<file path="src/rtl/uart_tx.sv">
// 8N1 UART transmitter: one byte per request, LSB first, framed by a start
// bit (0) and a stop bit (1), with a one-cycle completion pulse.
module uart_tx #(
  parameter int CLK_FREQ = 100_000_000,
  parameter int BAUD     = 115200
) (
  input  logic       clock,
  input  logic       rst,
  input  logic [7:0] tx_data,
  input  logic       tx_send,
  output logic       tx_busy,
  output logic       tx_done,
  output logic       tx
);

  localparam int CLKS_PER_BIT = CLK_FREQ / BAUD;
  localparam int CNT_W        = (CLKS_PER_BIT < 2) ? 1 : $clog2(CLKS_PER_BIT);
  localparam logic [CNT_W-1:0] LAST = CNT_W'(CLKS_PER_BIT - 1);

  generate
    if (CLKS_PER_BIT < 2) begin : g_bad_baud
      $error("uart_tx: CLK_FREQ/BAUD must be at least 2");
    end
  endgenerate

  typedef enum logic [1:0] {IDLE, START, DATA, STOP} state_t;

  state_t           state;
  logic [7:0]       shreg;
  logic [CNT_W-1:0] cnt;
  logic [2:0]       idx;
  logic             wrap;

  assign wrap = (cnt == LAST);

  always_ff @(posedge clock or negedge rst) begin
    if (!rst) begin
      state   <= IDLE;
      shreg   <= '0;
      cnt     <= '0;
      idx     <= '0;
      tx      <= 1'b1;
      tx_busy <= 1'b0;
      tx_done <= 1'b0;
    end else begin
      tx_done <= 1'b0;
      case (state)
        IDLE: begin
          tx      <= 1'b1;
          tx_busy <= 1'b0;
          if (tx_send) begin
            shreg   <= tx_data;
            cnt     <= '0;
            state   <= START;
            tx      <= 1'b0;
            tx_busy <= 1'b1;
          end
        end
        START: begin
          if (wrap) begin
            cnt   <= '0;
            idx   <= '0;
            state <= DATA;
            tx    <= shreg[0];
          end else begin
            cnt <= cnt + 1'b1;
          end
        end
        DATA: begin
          if (wrap) begin
            cnt   <= '0;
            shreg <= shreg >> 1;
            idx   <= idx + 3'd1;
            // tx is registered, so the next bit is taken from shreg[1] now
            if (idx == 3'd7) begin
              state <= STOP;
              tx    <= 1'b1;
            end else begin
              tx <= shreg[1];
            end
          end else begin
            cnt <= cnt + 1'b1;
          end
        end
        STOP: begin
          if (wrap) begin
            cnt     <= '0;
            state   <= IDLE;
            tx_busy <= 1'b0;
            tx_done <= 1'b1;
          end else begin
            cnt <= cnt + 1'b1;
          end
        end
        default: begin
          state   <= IDLE;
          tx      <= 1'b1;
          tx_busy <= 1'b0;
        end
      endcase
    end
  end

endmodule

</file>
<file path="config.mk">
export PLATFORM = sky130hd
export DESIGN_NAME = uart_tx
export DESIGN_NICKNAME = d
export VERILOG_FILES = /design/src/rtl/uart_tx.sv
export SDC_FILE = /design/constraint.sdc
export NUM_CORES = 1
export LEC_CHECK = 0
export ABC_AREA = 1
export BUFFER_PORTS_ARGS = -buffer_cell sky130_fd_sc_hd__buf_2
export CORE_UTILIZATION = 60
export CTS_BUF_LIST = sky130_fd_sc_hd__clkbuf_8
export DETAILED_ROUTE_END_ITERATION = 12
export GPL_TIMING_DRIVEN = 0
export PLACE_DENSITY = 0.8
export SKIP_LAST_GASP = 1
export SLEW_MARGIN = 20
export SYNTH_ARGS = -nofsm -noshare
export SYNTH_HDL_FRONTEND = slang
export SYNTH_SLANG_ARGS = --single-unit
</file>
<file path="constraint.sdc">
create_clock -name clock -period 1.57 [get_ports clock]
set_input_delay 0.314 -clock clock [delete_from_list [all_inputs] [get_ports clock]]
set_output_delay 0.314 -clock clock [all_outputs]
set_load 0.02 [all_outputs]
</file>
==> summary.txt <==
Outcome
  • Status: completed

Layout
  • Most common cell after layout, fill and taps aside: nand2_1
  • Final core utilization: 73.7%
  • Nets: 257
  • Final instance area: 1830 um^2
  • FILL cells: 190
  • Area growth, synth to finish: 16.3%
  • Commonest cells after routing, fill and taps aside: nand2_1 (87), dfrtp_1 (24), nor2_1 (19)
  • Antenna diode instance count: 0
  • Layout cells sized above 1: 20.8%
  • Fin cells: 266

CTS
  • CTS Buffer Depth: 2
  • Cts hold-fix bufs: 0
  • Cts bufs inserted: 3
  • Htree depth: 1
  • Worst-Skew Late Latency: 0.27 ns
  • Reg clk slew, reported paths: 0.09 ns
  • Root buffer cell: clkbuf_8
  • Clock Sinks: 26
  • CTS tree: yes

Global routing
  • Largest net degree at the start of global routing: 27
  • Initial antenna violation count: 0
  • First-pass GRT wire length: 5.34 mm
  • Global router's overall resource usage: 26.6%
  • Vias in the first global route: 1,311
  • Total gr overflow: 0

Power and ir drop
  • Leakage dissipation: 0.986 nW
  • VDD IR-drop max: 1.90 mV
  • Total power draw: 3.13 mW
  • PD cells: 1710 nW/um^2

Drt
  • Vias per std cell: 5.32
  • Total number of vias: 1,416
  • Average routed wire per standard cell: 13.1 um
  • Total Wirelength: 3.47 mm
  • Initial DRC count: 44
  • DRT antenna net count: 0
  • Pre-antenna DRT Iters: 4
  • DR DRC count: 0

Synth
  • Area fraction of the dominant cell type after synthesis: 39.8%
  • Ys async rst share: 100%
  • Synth Area in XOR/XNOR: 1.12%
  • Mapped Avg Cell Area: 7.30 um^2
  • Synth Flop Type: dfrtp_1
  • Flops & latches, synth: 26
  • Area leader, netlist: dfrtp_1
  • Mapped Cells: 215
  • Mux cell area share after synthesis: 0%
  • Mapped Area: 1570 um^2
  • Synth Area in Adders: 7.17%
  • Sequential share of the synthesized area: 41.5%
  • Synth warnings: 0
  • Synth top area cells: dfrtp_1 (40%), nand2_1 (21%), ha_1 (7.2%)
  • Main combinational cell family by area after synthesis: simple AND/OR/NAND/NOR gates
  • Post-synthesis simple-gate area fraction: 41.2%
  • Post-synthesis compound-gate area fraction: 2.15%
  • Synth cell types: 25
  • Post-synth EDFFs: 0
  • Net Count, Synth: 235

Place
  • Placement Cell Area: 1670 um^2
  • Gpl congestion: 0.877
  • # port buffers: 13
  • DPL Wire Length: 2.36 mm
  • Setup WS pre-CTS: -0.0436 ns
  • DP Cell Count: 258

Timing
  • Post-Route Setup TNS: 0 ns
  • Slew Limit Headroom: 60.5%
  • Clock skew: 0.00285 ns
  • Final period util: 97.0%
  • Worst hold slack: 0.0298 ns
  • Final Slew Violations: 0
  • Final hold violations: 0
  • Worst Setup Slack, final: 0.0479 ns
  • Setup-failing EPs final: 0
  • Worst-Margin Slew: 0.593 ns
  • Final Critical Period: 1.52 ns
  • Highest Clock Rate: 0.657 GHz

Critical path
  • Most used cell, CP: nand2_1
  • Worst EP required: 1.79 ns
  • Max incr delay on CP: 0.45 ns
  • Slowest library cell on the worst path: dfrtp_2
  • CP endpoint kind: flip-flop
  • Critical path type: reg2reg
  • Ordered cell list for the critical path: inv_2, ha_2, buf_4, nand2_1, nand2_1, nor2_1, nor2_1, nand3_1, nand2_1
  • CP startpoint kind: flip-flop
  • FF-to-FF Start: state[0]$_DFFE_PN0P_
  • Worst Path Max Fanout: 10
  • CP startpoint: state[0]$_DFFE_PN0P_
  • Critical Path AT: 1.74 ns
  • CP delay by family, top: simple AND/OR/NAND/NOR gates
  • Critical path buffers and inverters: 2

Floorplan
  • FP Rows: 18
  • Core area: 2480 um^2
  • Die Area: 2830 um^2
  • DIE HEIGHT: 53.2 um
  • Die X: 53.2 um
  • Starting Density: 63.4%
  • Io pins: 14

Run
  • Max capacitance violation total: 0

Worst hold path
  • Hold WC Path Type: in2async
[state kept, by name, summed over array words and instances (netlist names)]
name	count
cnt	10
idx	3
shreg	8
state	2
tx	1
tx_busy	1
tx_done	1
[per-layer routing]
metal	GRT usage, %	vias up	share of wire [%]
met3	3.16	10	5.2
met5	0	-	0
li1	-	709	-
met2	48.7	42	52
met1	29.7	655	40
met4	13.6	0	2.5
[where the power goes]
part / switching, mW / internal (mW) / leakage [nW] / total (mW)
Sequential: 0.134 / 0.868 / 0.339 / 1.00
Combinational: 0.973 / 0.594 / 0.611 / 1.57
Clock: 0.219 / 0.341 / 0.0357 / 0.561
[Yosys cell counts, types with 2 or more instances]
cell type,number
nand2_1,89
dfrtp_1,25
inv_1,19
nor2_1,19
nand3_1,17
ha_1,9
nand4_1,8
nor2_2,5
o21ai_0,3
buf_2,2
inv_2,2
nand2_2,2
nand2_4,2
nor2_4,2
[layout make-up]
type	instances	area, um^2	share of cell area [%]
plain buffers	4	35.0	1.92
clock buffers	3	41.3	2.26
clock inverters	1	30.0	1.64
inverters	21	81.3	4.45
multi-input cells	164	853	46.7
flip-flops and latches	26	653	35.8
well taps	30	37.5	2.05
repair buffers	17	95.1	5.21
[kinds of logic (layout without fill, tap and decap cells)]
family	after synthesis	after routing
AND/OR/NAND/NOR	147	147
flip-flops	26	26
buffers and inverters	25	46
XOR/XNOR	2	2
AO/OA/AOI/OAI	6	6
adder cells (fa/ha/maj)	9	9
[worst paths after layout]
check                      slack [ns]              endpoint  depth (start not counted)
setup reg to reg                 0.05        tx$_DFFE_PN1P_                          9
max in group asynchronous        1.11  state[0]$_DFFE_PN0P_                          1
setup / recovery                 0.05        tx$_DFFE_PN1P_                          9
min in group clock               0.30  shreg[7]$_DFFE_PN0P_                          3
hold reg to reg                  0.47        tx$_DFFE_PN1P_                          2
hold / removal                   0.03    cnt[6]$_DFFE_PN0N_                          1
[timing repair]
item                       4_1_cts  5_1_grt
pin swaps                        0        1
gates resized for setup          1       15
setup buffers                    2        2
setup endpoints to repair        9       14
Power figures use the tool's default switching activity.
